==> config.mk <==
export PLATFORM = sky130hd
export DESIGN_NAME = isqrt_feeder
export DESIGN_NICKNAME = d
export VERILOG_FILES = /design/src/rtl/isqrt_pkg.sv /design/src/rtl/isqrt_fifo.sv /design/src/rtl/isqrt_feeder.sv
export SDC_FILE = /design/constraint.sdc
export NUM_CORES = 1
export LEC_CHECK = 0
export ABC_AREA = 1
export BUFFER_PORTS_ARGS = -buffer_cell sky130_fd_sc_hd__buf_2
export CORE_UTILIZATION = 53
export CTS_CLUSTER_SIZE = 30
export DETAILED_ROUTE_END_ITERATION = 10
export PLACE_DENSITY = 0.72
export SETUP_SLACK_MARGIN = 0.1
export SYNTH_ARGS = -nofsm -noshare
export SYNTH_HDL_FRONTEND = slang
export SYNTH_HIERARCHICAL = 1
export SYNTH_SLANG_ARGS = --single-unit
==> constraint.sdc <==
create_clock -name clk -period 2.5 [get_ports clk]
set_input_delay 0.5 -clock clk [delete_from_list [all_inputs] [get_ports clk]]
set_output_delay 0.5 -clock clk [all_outputs]
set_load 0.01 [all_outputs]
==> src/rtl/isqrt_pkg.sv <==
// Shared definitions for the inverse-square-root feeder: FP32 field layout,
// operand class codes and the classifier used when ISQRT_FEEDER_CLASSIFY_EN is set.
package isqrt_pkg;

  localparam int unsigned F32_W  = 32;
  localparam int unsigned EXP_W  = 8;
  localparam int unsigned FRAC_W = 23;
  localparam int unsigned CLS_W  = 3;

  localparam logic [EXP_W-1:0] EXP_ALL_ONES = '1;
  localparam logic [F32_W-1:0] ONE_F32      = 32'h3F80_0000;

  typedef enum logic [CLS_W-1:0] {
    CLS_NORMAL = 3'd0,
    CLS_ZERO   = 3'd1,
    CLS_NEG    = 3'd2,
    CLS_INF    = 3'd3,
    CLS_NAN    = 3'd4,
    CLS_DENORM = 3'd5
  } cls_e;

  // Priority: NaN, +Inf, negative non-zero (incl. -Inf, -denorm), zero, denorm.
  function automatic cls_e classify(input logic [F32_W-1:0] f);
    logic              sgn;
    logic [EXP_W-1:0]  ex;
    logic [FRAC_W-1:0] fr;
    sgn = f[F32_W-1];
    ex  = f[F32_W-2 -: EXP_W];
    fr  = f[FRAC_W-1:0];
    if (ex == EXP_ALL_ONES && fr != '0)      classify = CLS_NAN;
    else if (ex == EXP_ALL_ONES && !sgn)     classify = CLS_INF;
    else if (sgn && (ex != '0 || fr != '0))  classify = CLS_NEG;
    else if (ex == '0 && fr == '0)           classify = CLS_ZERO;
    else if (ex == '0)                       classify = CLS_DENORM;
    else                                     classify = CLS_NORMAL;
  endfunction

endpackage

==> src/rtl/isqrt_fifo.sv <==
// Power-of-two circular FIFO with occupancy count and synchronous flush.
module isqrt_fifo #(
  parameter int unsigned DEPTH = 4,
  parameter int unsigned WIDTH = 32
) (
  input  logic                     clk,
  input  logic                     rst,
  input  logic                     flush,
  input  logic                     push,
  input  logic                     pop,
  input  logic [WIDTH-1:0]         wdata,
  output logic [WIDTH-1:0]         rdata,
  output logic                     full,
  output logic                     empty,
  output logic [$clog2(DEPTH):0]   level
);

  localparam int unsigned AW = $clog2(DEPTH);

  logic [WIDTH-1:0] mem [DEPTH];
  logic [AW-1:0]    wptr;
  logic [AW-1:0]    rptr;
  logic [AW:0]      cnt;

  // Pointers wrap naturally because DEPTH is a power of two.
  always_ff @(posedge clk or negedge rst) begin
    if (!rst) begin
      wptr <= '0;
      rptr <= '0;
      cnt  <= '0;
    end else if (flush) begin
      wptr <= '0;
      rptr <= '0;
      cnt  <= '0;
    end else begin
      if (push) wptr <= wptr + 1'b1;
      if (pop)  rptr <= rptr + 1'b1;
      cnt <= cnt + (AW+1)'(push) - (AW+1)'(pop);
    end
  end

  always_ff @(posedge clk) begin
    if (push && !flush) mem[wptr] <= wdata;
  end

  assign rdata = mem[rptr];
  assign full  = (cnt == (AW+1)'(DEPTH));
  assign empty = (cnt == '0);
  assign level = cnt;

endmodule

==> src/rtl/isqrt_feeder.sv <==
// Credit-gated operand feeder for an inverse-square-root core.
// Optional operand classification is enabled by defining ISQRT_FEEDER_CLASSIFY_EN.
module isqrt_feeder
  import isqrt_pkg::*;
#(
  parameter int unsigned DEPTH   = 4,
  parameter int unsigned CREDITS = 4
) (
  input  logic                   clk,
  input  logic                   rst,
  input  logic                   flush,
  input  logic                   in_valid,
  input  logic [31:0]            in_data,
  output logic                   in_ready,
  input  logic                   credit_ret,
  output logic                   core_valid,
  output logic [31:0]            core_data,
  output logic [2:0]             core_cls,
  output logic [$clog2(DEPTH):0] level,
  output logic                   cred_err
);

`ifdef ISQRT_FEEDER_CLASSIFY_EN
  localparam int unsigned EW = F32_W + CLS_W;
`else
  localparam int unsigned EW = F32_W;
`endif

  localparam logic [3:0] CRED_MAX = 4'(CREDITS);

  logic          full;
  logic          empty;
  logic          push;
  logic          issue;
  logic [3:0]    cred;
  logic [EW-1:0] wentry;
  logic [EW-1:0] rentry;
  logic [31:0]   issue_data;

  assign in_ready = !full;
  // A flush in the same cycle discards the incoming operand.
  assign push  = in_valid && in_ready && !flush;
  assign issue = !empty && (cred != '0) && !flush;

  isqrt_fifo #(
    .DEPTH (DEPTH),
    .WIDTH (EW)
  ) u_fifo (
    .clk   (clk),
    .rst   (rst),
    .flush (flush),
    .push  (push),
    .pop   (issue),
    .wdata (wentry),
    .rdata (rentry),
    .full  (full),
    .empty (empty),
    .level (level)
  );

  always_ff @(posedge clk or negedge rst) begin
    if (!rst) begin
      cred     <= CRED_MAX;
      cred_err <= 1'b0;
    end else begin
      unique case ({issue, credit_ret})
        2'b10: cred <= cred - 1'b1;
        2'b01: begin
          if (cred == CRED_MAX) cred_err <= 1'b1;
          else                  cred     <= cred + 1'b1;
        end
        default: ;
      endcase
    end
  end

`ifdef ISQRT_FEEDER_CLASSIFY_EN
  cls_e in_cls;
  cls_e rd_cls;

  assign in_cls     = classify(in_data);
  assign wentry     = {in_cls, in_data};
  assign rd_cls     = cls_e'(rentry[EW-1 -: CLS_W]);
  // Special operands are replaced by 1.0 so the core produces a benign result.
  assign issue_data = (rd_cls == CLS_NORMAL) ? rentry[31:0] : ONE_F32;

  always_ff @(posedge clk or negedge rst) begin
    if (!rst) begin
      core_valid <= 1'b0;
      core_data  <= '0;
      core_cls   <= '0;
    end else begin
      core_valid <= issue;
      if (issue) begin
        core_data <= issue_data;
        core_cls  <= rd_cls;
      end
    end
  end
`else
  assign wentry     = in_data;
  assign issue_data = rentry;
  assign core_cls   = '0;

  always_ff @(posedge clk or negedge rst) begin
    if (!rst) begin
      core_valid <= 1'b0;
      core_data  <= '0;
    end else begin
      core_valid <= issue;
      if (issue) core_data <= issue_data;
    end
  end
`endif

endmodule

==> impl_metrics.csv <==
group,metric,value,unit
outcome,status,"finished, final reports clean",
route,postRouteAntennaNets,0,
critical_path,cp_max_fo,16,
timing,period_minus_slack,2.153,ns
synthesis,synthArstFlopShare,26.01,%
timing,worst_clock_skew,0.006862,ns
critical_path,path_class,"register to register",
timing,finalSetupTns,0,ns
die,die_w,118.4,microns
die,start_util,54.19,%
place,dp_slack,0.2524,ns
final_layout,final_common_cell,"nand2_1",
critical_path,crit_arrival,2.51,ns
power,ir_drop,0.0004861,V
synthesis,synth_area_leaders,"edfxtp_1 54%, dfrtp_1 15%, nand2_1 11%, o211ai_1 6.7%, inv_1 4.4%",
synthesis,ys.flop_type,"edfxtp_1",
critical_path,crit_required,2.85,ns
synthesis,yosys.cell_types.count,29,
timing,period_share,86.13,%
clock_network,h-tree-depth,4,
critical_path,r2r-end,"u_fifo/level[2]",
grt,grt_usage,20.31,%
synthesis,syn-mean-instance-area,11.65,sq um
die,die_h,118.4,microns
final_layout,n_fill_cell,1019,
timing,rsz0062_at_grt,"no",
final_layout,fin_nets,743,
route,drc,0,
clock_network,cts_setup_buffers,0,
grt,antenna_found_initial,0,
critical_path,r2r-start,"u_fifo/level[1]",
power,powerDensity,1022,nW/um^2
final_layout,drive_gt1_share,19.18,%
critical_path,reg2regPathDepth,14,
synthesis,synth_enable_flop_cells,128,
timing,finalWorstSetupSlack,0.3467,ns
critical_path,crit_buf_inv,4,
timing,maxSlewViolCount,0,
die,rows,42,
synthesis,syn-cell-area,7176,sq um
synthesis,ys_seq_elements,173,
timing,tightest_slew,0.6906,ns
final_layout,fin_util,62.90,%
critical_path,start_kind,"register",
route,vias,4416,
route,vias_per_cell,4.990,
route,first_iter_violations,226,
critical_path,cp-end-kind,"register",
die,die-area,14010,sq um
min_path,hold_class,"input pin to asynchronous set/reset pin",
clock_network,clockBufferDepth,2,
timing,setup-violations-final,0,
critical_path,r2r_slack,0.35,ns
final_layout,n_antenna_cell,0,
grt,first_global_vias,4435,
clock_network,cts_num_sinks,173,
final_layout,multiInputGateArea,1658,sq um
power,p_leak,3.692,nW
synthesis,yosys_warnings,6,
timing,slew_headroom,53.89,%
timing,final-hold-violation-count,0,
grt,overflow,0,
die,core-area,13240,sq um
clock_network,numCtsBuffers,17,
clock_network,cts_root_buffer,"clkbuf_16",
final_layout,finalNonFillerCells,885,
synthesis,synth_area_leader_cell,"edfxtp_1",
place,hpwl,7965,microns
route,first_pass_iters,5,
run,maxCapViolCount,0,
timing,clock.fmax,464.4,MHz
clock_network,cts_tree,"yes",
final_layout,syn_to_final_growth,16.08,%
synthesis,synth_top_area_share,53.57,%
grt,grt_pass1_wl,21310,microns
route,wl_per_cell,14.69,microns
place,dpl.cell_count,853,
place,gp_congestion,0.7601,
critical_path,crit_slowest_cell,"dfrtp_2",
place,io_buffers,74,
critical_path,crit_chain,"inv_1 -> nand2_1 -> nor2_1 -> nor2_1 -> nand2_4 -> inv_4 -> ha_1 -> inv_1 -> ha_1 -> inv_1 -> fa_1 -> nand3_1 -> nand2_1 -> nor2_1",
route,wl,13000,microns
synthesis,synth-seq-area-share,69.28,%
clock_network,clk_latency,0.42,ns
grt,grt_max_degree,46,
clock_network,cts.clk_slew.worst_paths,0.06,ns
critical_path,cp_top_family,"adder cells",
final_layout,final_cell_mix,"211 x nand2_1, 128 x edfxtp_1, 84 x inv_1, 74 x buf_2, 64 x o211ai_1",
die,io_pins,78,
final_layout,seq_area,4972,sq um
synthesis,synthCells,616,
critical_path,cpPeakStageDelay,0.41,ns
[power breakdown]
part / switching (mW) / total [mW] / internal, mW
Sequential: 0.222 / 3.71 / 3.49
Combinational: 1.45 / 2.26 / 0.805
Clock: 1.05 / 2.54 / 1.50
Total: 2.72 / 8.51 / 5.79
[registers in the layout, summed over array words and instances (netlist names)]
| signal | flops |
|---|---|
| u_fifo/mem | 128 |
| core_data | 32 |
| cred | 4 |
| u_fifo/level | 3 |
| u_fifo/rptr | 2 |
| u_fifo/wptr | 2 |
| core_valid | 1 |
| cred_err | 1 |
[metrics by stage]
stage          total power [mW]  hold WS [ns]  cell area, sq um
3_3_place_gp              5.944        0.4573              7745
5_1_grt                   9.063       0.06537              8329
4_1_cts                   8.609       0.05039              8328
2_1_floorplan             5.405        0.2044              7183
3_5_place_dp              6.046        0.4498              7745
6_report                  8.514       0.04417              8329
[per-layer routing]
metal | track usage (%) | wire, microns
met5 | 0 | 0
met4 | 10.02 | 150
met3 | 4.875 | 580
met2 | 33.90 | 6839
met1 | 24.78 | 5434
[worst reg2reg max path, stage by stage (launching register included)]
cell	delay, ns
dfrtp_2	0.41
inv_1	0.05
nand2_1	0.09
nor2_1	0.05
nor2_1	0.16
nand2_4	0.08
inv_4	0.15
ha_1	0.26
inv_1	0.06
ha_1	0.13
inv_1	0.05
fa_1	0.38
nand3_1	0.09
nand2_1	0.05
nor2_1	0.08
[synth_stat cells, types with 2 or more instances]
master	count
a21oi_1	2
buf_2	13
buf_4	3
buf_6	13
dfrtp_1	44
edfxtp_1	128
fa_1	2
ha_1	8
inv_1	84
inv_2	4
nand2_1	211
nand3_1	9
nor2_1	14
o211ai_1	64
o21ai_0	3
[logic make-up after synthesis]
family	share of synthesized area [%]
simple gates	13.03
other cells	0.05226
buf+inv	8.143
fa+ha+maj	1.953
flops	69.28
compound gates	7.428
xor+xnor	0.1221
[layout make-up]
class	instances	share of cell area, %
Sequential cell	173	59.70
Multi-Input combinational cell	326	19.90
Timing Repair Buffer	89	6.700
Clock buffer	19	5.318
Inverter	89	4.056
Tap cell	176	2.644
Clock inverter	13	1.682
[how the worst max path moves through the flow]
| stage | end | cells after the start | startpoint | slack (ns) |
|---|---|---|---|---|
| finish | u_fifo/level[2] | 14 | u_fifo/level[1] | 0.35 |
| global route | u_fifo/level[2] | 13 | u_fifo/level[1] | 0.12 |
| CTS | u_fifo/level[2] | 14 | u_fifo/level[1] | 0.27 |
| detailed placement | u_fifo/level[2] | 12 | flush | 0.25 |
| global placement | u_fifo/level[2] | 11 | flush | 0.28 |
| floorplan | u_fifo/mem[0][0] | 6 | u_fifo/level[1] | -0.29 |
[timing repair]
action,4_1_cts,5_1_grt
gates resized for setup,0,1
hold buffers,0,0
endpoints found under the setup margin,0,1
Power figures use the tool's default switching activity.
